--- config.mk ---
export PLATFORM = sky130hd
export DESIGN_NAME = leading_one_normalizer
export DESIGN_NICKNAME = d
export VERILOG_FILES = /design/src/rtl/leading_one_normalizer.sv
export SDC_FILE = /design/constraint.sdc
export NUM_CORES = 1
export LEC_CHECK = 0
export BUFFER_PORTS_ARGS = -buffer_cell sky130_fd_sc_hd__buf_2
export CAP_MARGIN = 20
export CORE_AREA = 2 2 77 42
export CTS_CLUSTER_SIZE = 10
export DETAILED_ROUTE_END_ITERATION = 12
export DIE_AREA = 0 0 79 44
export PLACE_DENSITY = 0.76
export SETUP_SLACK_MARGIN = 0.15
export SYNTH_ARGS = -nofsm -noshare
export SYNTH_HDL_FRONTEND = slang
export SYNTH_SLANG_ARGS = --single-unit
--- constraint.sdc ---
create_clock -name clk -period 2.3 [get_ports clk]
set_clock_uncertainty 0.05 [all_clocks]
set_input_delay 0.345 -clock clk [delete_from_list [all_inputs] [get_ports clk]]
set_output_delay 0.345 -clock clk [all_outputs]
set_load 0.005 [all_outputs]
--- src/rtl/leading_one_normalizer.sv ---
// leading_one_normalizer
//   Sequential left-normalizer. On an accepted start the operand is loaded and
//   shifted left one bit per cycle until its MSB is set. The number of shifts
//   taken is the leading-zero count. An all-zero operand is flagged instead of
//   being shifted.
//
// Ports
//   clk        rising-edge clock
//   rst        asynchronous active-high reset
//   start      request pulse, only honoured while idle
//   data_in    operand, captured on the edge that accepts start
//   busy       high while an operation is in flight or completing
//   done       single-cycle completion pulse
//   norm_out   working / normalized value; final from done onward
//   shift_cnt  number of left shifts performed (leading-zero count)
//   zero       operand was all zeros; valid from done onward
//   msb_out    norm_out[WIDTH-1]
module leading_one_normalizer #(
  parameter int WIDTH = 16,
  parameter int CNT_W = 4
) (
  input  logic             clk,
  input  logic             rst,
  input  logic             start,
  input  logic [WIDTH-1:0] data_in,
  output logic             busy,
  output logic             done,
  output logic [WIDTH-1:0] norm_out,
  output logic [CNT_W-1:0] shift_cnt,
  output logic             zero,
  output logic             msb_out
);

  typedef enum logic [1:0] {
    S_IDLE  = 2'd0,
    S_SHIFT = 2'd1,
    S_DONE  = 2'd2
  } state_t;

  state_t             state_q, state_d;
  logic [WIDTH-1:0]   norm_q,  norm_d;
  logic [CNT_W-1:0]   cnt_q,   cnt_d;
  logic               zero_q,  zero_d;
  logic               done_q,  done_d;
  logic               busy_q,  busy_d;

  always_ff @(posedge clk or posedge rst) begin
    if (rst) begin
      state_q <= S_IDLE;
      norm_q  <= '0;
      cnt_q   <= '0;
      zero_q  <= 1'b0;
      done_q  <= 1'b0;
      busy_q  <= 1'b0;
    end else begin
      state_q <= state_d;
      norm_q  <= norm_d;
      cnt_q   <= cnt_d;
      zero_q  <= zero_d;
      done_q  <= done_d;
      busy_q  <= busy_d;
    end
  end

  always_comb begin
    state_d = state_q;
    norm_d  = norm_q;
    cnt_d   = cnt_q;
    zero_d  = zero_q;
    case (state_q)
      S_IDLE: begin
        if (start) begin
          norm_d  = data_in;
          cnt_d   = '0;
          zero_d  = 1'b0;
          state_d = S_SHIFT;
        end
      end
      S_SHIFT: begin
        // Zero test takes priority so an empty operand never shifts; a
        // nonzero operand needs at most WIDTH-1 shifts, so cnt cannot wrap.
        if (norm_q == '0) begin
          zero_d  = 1'b1;
          state_d = S_DONE;
        end else if (norm_q[WIDTH-1]) begin
          state_d = S_DONE;
        end else begin
          norm_d = {norm_q[WIDTH-2:0], 1'b0};
          cnt_d  = cnt_q + 1'b1;
        end
      end
      S_DONE:  state_d = S_IDLE;  // start here is deliberately dropped
      default: state_d = S_IDLE;
    endcase
    // Flags are registered from the next state so they line up exactly with
    // the state register (Moore outputs without a decode after the flop).
    done_d = (state_d == S_DONE);
    busy_d = (state_d != S_IDLE);
  end

  assign busy      = busy_q;
  assign done      = done_q;
  assign norm_out  = norm_q;
  assign shift_cnt = cnt_q;
  assign zero      = zero_q;
  assign msb_out   = norm_q[WIDTH-1];

endmodule

## Yosys cells after proc, flatten, opt, wreduce, memory -nomap -nowiden

Cells that the tools add are included.

- Add/sub/neg operators: 1
- Equality and inequality tests: 6
- Muxes and demuxes: 15
- Reduce and logical (&&, ||, !) cells: 7

Operators by type and width:

| cell | count |
|---|---|
| 2-to-1 mux 16 bit | 3 |
| one-hot mux 16 bit (2 select lines) | 1 |
| logical NOT 16 bit | 1 |
| 2-to-1 mux 4 bit | 3 |
| != test 2 bit (second input constant) | 4 |
| one-hot mux 4 bit (2 select lines) | 1 |
| 2-to-1 mux 2 bit | 3 |
| AND reduction 3 bit | 2 |
| adder 4 x 1 -> 4 bit (second input constant) | 1 |
| one-hot mux 2 bit (2 select lines) | 1 |
| AND reduction 4 bit | 1 |
| nonzero test 2 bit | 2 |
| equality test 2 x 1 -> 1 bit (second input constant) | 1 |
| equality test 2 bit (second input constant) | 1 |
| logical NOT 2 bit | 1 |
| 2-to-1 mux 1 bit | 2 |
| one-hot mux 1 bit (2 select lines) | 1 |

- Register bits after elaboration: 25
- Input port bits: 19
- Output and inout port bits: 24
- Word-level logic and storage cells: 36

## Longest topological paths before layout

- Depth in word-level cells: 4
- Gate-level depth with buffers: 5

## Worst setup path after synthesis

No wires, ideal clock.

- Kind: reg-to-reg
- Start: register norm_q[15], in the netlist norm_out[15]
- End: register cnt_q[2], in the netlist shift_cnt[2]
- Setup time: 0.127 ns
- Arrival time: 1.715 ns
- Data required time: 2.123 ns
- Setup slack: 0.408 ns
- Cell stages (with the launch flop): 6
- Path buffers: 1
- Clock period less this slack: 1.892 ns
- Path through: dfrtp_1 > or4_4 > o41ai_4 > buf_2 > or4_1 > nand3_1

- Cells in the longest elaborated chain, start to end: 3
- Elaborated cells between the ends (all ways): 4

RTL lines:

| element | RTL line | RTL |
|---|---|---|
| start: declaration | 41 | `logic [WIDTH-1:0] norm_q, norm_d;` |
| start signal: assignment | 57 | `norm_q <= norm_d;` |
| logical NOT 16 bit | 82 | `if (norm_q == '0) begin` |
| != test 2 bit (no source line) | n/a |  |
| AND reduction 4 bit (no source line) (*) | n/a |  |
| end signal: assignment | 58 | `cnt_q <= cnt_d;` |
| end: declaration | 42 | `logic [CNT_W-1:0] cnt_q, cnt_d;` |

Every way passes the cells marked *; elsewhere a longest branch is shown, timed or not.
A chain may end at the register's enable or synchronous reset.

## Final worst setup path

- Start: register norm_q[5], in the netlist norm_out[5]
- End: register cnt_q[3], in the netlist shift_cnt[3]

- Cells in the longest elaborated chain, start to end: 3

RTL lines:

| element | RTL line |
|---|---|
| logical NOT 16 bit | 82 |
| != test 2 bit (no source line) | n/a |
| AND reduction 4 bit (no source line) | n/a |

No other way between the ends.

==> results.md <==
- The total wire length after detailed routing is around 3400 µm.
- The number of nets in the layout is 200.
- In this run the post-CTS setup repair buffer count came out at 0.
- The share of Yosys cell area claimed by the top area cell type is between 40% and 50%.
- The via count of the first global-routing pass was between 1000 and 1500.
- The tightest min-delay check is of the in -> async type.
- The transition time of the tightest slew-check pin is slightly below 0.8 ns.
- Total power for the finished layout comes to approximately 0.0023 W.
- Setup total negative slack on the finished layout was measured at 0 ns.
- Data on the critical path is required at its endpoint by ~2.4 ns.
- The residual antenna-violating net count after detailed routing is 0.
- A synthesized cell averages slightly below 10 µm².
- The routed wire length per instance is 15.6 µm.
- The leakage power of the design is between 0.8 and 0.9 nW.
- dfrtp_1 takes more of the synthesized area than any other cell.
- Based on the critical path, the design can be clocked at up to 0.503 GHz.
- In this run the cell area of the synthesized design comes to between 1000 and 1500 µm².
- After technology mapping, the gate count stands at around 140.
- The maximum number of buffers from clock root to sink is 2.
- In this run the number of H-tree levels came out at 1.
- The core region is approximately 2800 µm².
- During synthesis, Yosys emitted a total of 0 warnings.
- From synthesis to final layout, the design area changed by 23.1%.
- The half-perimeter wire length after detailed placement is ~2500 µm.
- The power density over the cells is 1390 nW/µm².
- Net switching is roughly 42% of the power.
- The worst slew slack as a fraction of its limit is 47.5%.
- The number of antenna diodes in the final layout is 0.
- The floorplan step set the die height to around 44 µm.
- The endpoint class of the critical path is a flop.
- Clock-pin slew was measured on the worst setup and hold paths at 0.09 ns.
- The CTS tree is built.
- The share of cells above drive strength 1 is approximately 34%.
- In this run the count of I/O pins placed on the die edge is 43.
- The number of violations reported at the end of detailed-routing iteration 0 is 72.
- The count of buffers added on input and output ports is 42.
- The clock sink count is 25.
- The maximum ir drop on the vdd rail is just over 600 µV.
- Before antenna repair, the detailed router went through 4 iterations.
- The later pin in the worst-skew pair is clocked with a latency of roughly 0.27 ns.
- The synthesized netlist contains 29 unique library cells.
- The final critical path takes up a little under 90% of the cycle.
- The register share of total power is between 30% and 40%.
- The switching power is between 0.0009 and 0.001 W.
- The die covers between 3000 and 4000 µm².
- Using the TritonRoute via totals, the vias-per-cell ratio works out to approximately 5.7.
- After clock tree synthesis, the flow added hold-fix buffers numbering 0.
- Of all nets on the critical path, the largest fanout is 10.
- Setup repair after global routing left no endpoint under its margin.
- The startpoint of the worst-slack reg-to-reg timing path is norm_out[5].
- The clock network fraction of design power is between 10% and 20%.
- The number of hold-slack violations in the final timing report is 0.
- The post-synthesis net count is between 150 and 200.
- The number of DRC violations after detailed routing is 0.
- At the worst endpoint, the arrival time is roughly 2.1 ns.
- The first-pass GRT wire length is roughly 5500 µm.
- Global routing consumed, over all layers together, approximately a fifth of the routing resources.
- The run finished with clean final reports.
- The maximum number of pins on one net before global-route repair is 26.
- The total number of vias is about 1200.
- The number of max-slew violations in the final report is 0.
- The post-CTS resize count is 0.
- The clock root buffer is clkbuf_8.
- The number of placement rows is 14.
- The origin of the worst setup path is norm_out[5].
- The number of CTS-inserted buffers is 3.
- The category of the critical setup timing path is reg -> reg.
- Yosys attributes the largest share of cell area to dfrtp_1 46%, nor4bb_1 10%, a21o_1 7.8%, a21oi_1 5.9%, nor2_1 5.0%.
- The starting density of the core is a little under half.
- The area occupied by multi-input gates is 641 µm².
- The floorplan step set the die width to between 70 and 80 µm.
- The final non-filler cell total is roughly 220.
- The number of max-capacitance violations reported is 0.
- The post-layout minimum cycle time is 1.99 ns.
- The synthesized design contains 25 register bits.
- Across all hold checks on the routed design, the worst slack comes to ~0.055 ns.
- Combinational logic burns between 50% and 60% of the power.
- The layout filler cell count is between 200 and 300.
- The fraction of the yosys area taken by sequential cells is between 40% and 50%.
- Setup violations remaining at the end of the flow were counted as 0.
- The internal cell power is roughly 0.0013 W.
- The storage element area is approximately 630 µm².
- The launching element type of the critical path is a flop.
- The number of antenna violations at the first check in global routing is 0.
- The global placer's final weighted congestion is between 0.8 and 0.9.
- Once placement completed, the tool counted placed cells totaling about 220.
- The aggregate global routing overflow is 0.
## cell usage in the layout (no fill, tap or decap), types with 2 or more instances in the layout
master	netlist	final
buf_2	1	42
dfrtp_1	25	25
nor2_1	18	18
a21oi_1	16	16
nor4bb_1	14	14
a21o_1	14	14
buf_4	1	8
inv_1	5	5
nand3_1	4	4
nand2_1	4	4
or4_1	3	3
nor2b_1	3	3
o311ai_1	3	3
clkbuf_8	0	3
or4_4	2	2
inv_2	2	2
## cells in the mapped netlist
master and n:
nor4bb_1 14, inv_2 2, nor4_1 1, nor2_1 18, a22o_1 1, or2_2 1
dfrtp_1 25, nor2b_1 3, nand2b_1 1, o211ai_1 1, a21o_4 1, o22ai_1 1
a21o_1 14, nand3_1 4, o41ai_1 1, or4_4 2, inv_1 5, nand2_1 4
o41ai_4 1, a21oi_1 16, buf_4 1, ha_1 1, clkbuf_1 8, o311ai_1 3
buf_6 1, o21bai_1 1, o211a_1 1, buf_2 1, or4_1 3
## layout make-up
class	instances	share of cell area [%]
Clock buffer	4	2.72
Inverter	7	1.58
Multi-Input combinational cell	93	38.6
Sequential cell	25	37.7
Tap cell	40	3.02
Timing Repair Buffer	50	16.3
## worst max-delay path, cell delays in order, from the launching register on
cell	delay, ns
dfrtp_1	0.41
or4_4	0.57
o41ai_4	0.41
buf_4	0.22
o311ai_1	0.11
o41ai_1	0.11
## state kept, by name (all words and copies together) (netlist names)
signal	flops
state_q	2
shift_cnt	4
done	1
norm_out	16
zero	1
busy	1
## through the flow
step | setup WS (ns) | cell area, µm² | utilization (%)
6_report | 0.312 | 1660 | 58.4
5_1_grt | 0.200 | 1660 | 58.4
4_1_cts | 0.310 | 1660 | 58.4
3_5_place_dp | 0.324 | 1610 | 56.8
3_3_place_gp | 0.392 | 1610 | 56.8
2_1_floorplan | 0.408 | 1350 | -
## routing by layer
metal / track usage [%] / wire length (µm)
met4: 3.10 / 11
met2: 31.9 / 1510
met3: 5.63 / 240
met5: 0 / 0
met1: 30.5 / 1660
## logic make-up (layout without fill, tap and decap cells)
kind of cell | count (synthesis) | count (layout) | share of synthesized area, %
fa+ha+maj | 1 | 1 | 0.929
flops | 25 | 25 | 46.5
compound gates | 41 | 41 | 22.5
buf+inv | 18 | 61 | 5.95
simple gates | 51 | 51 | 24.2
## path summary, 6_finish.rpt
check | end | slack, ns | cells after the start
min in group clk | norm_out[0] | 0.23 | 2
max | shift_cnt[3] | 0.31 | 5
min reg2reg | shift_cnt[3] | 0.47 | 1
min | done | 0.05 | 3
max in group asynchronous | norm_out[7] | 1.90 | 3
max reg2reg | shift_cnt[3] | 0.31 | 5
## power groups by stage
stage	clock network (W)	registers, W	logic [W]
2_1_floorplan	0	0.000821	0.000786
3_3_place_gp	0	0.000813	0.00117
3_5_place_dp	0	0.000827	0.00120
4_1_cts	0.000270	0.000820	0.00121
5_1_grt	0.000292	0.000861	0.00132
6_report	0.000269	0.000826	0.00120
Power figures use the tool's default switching activity.
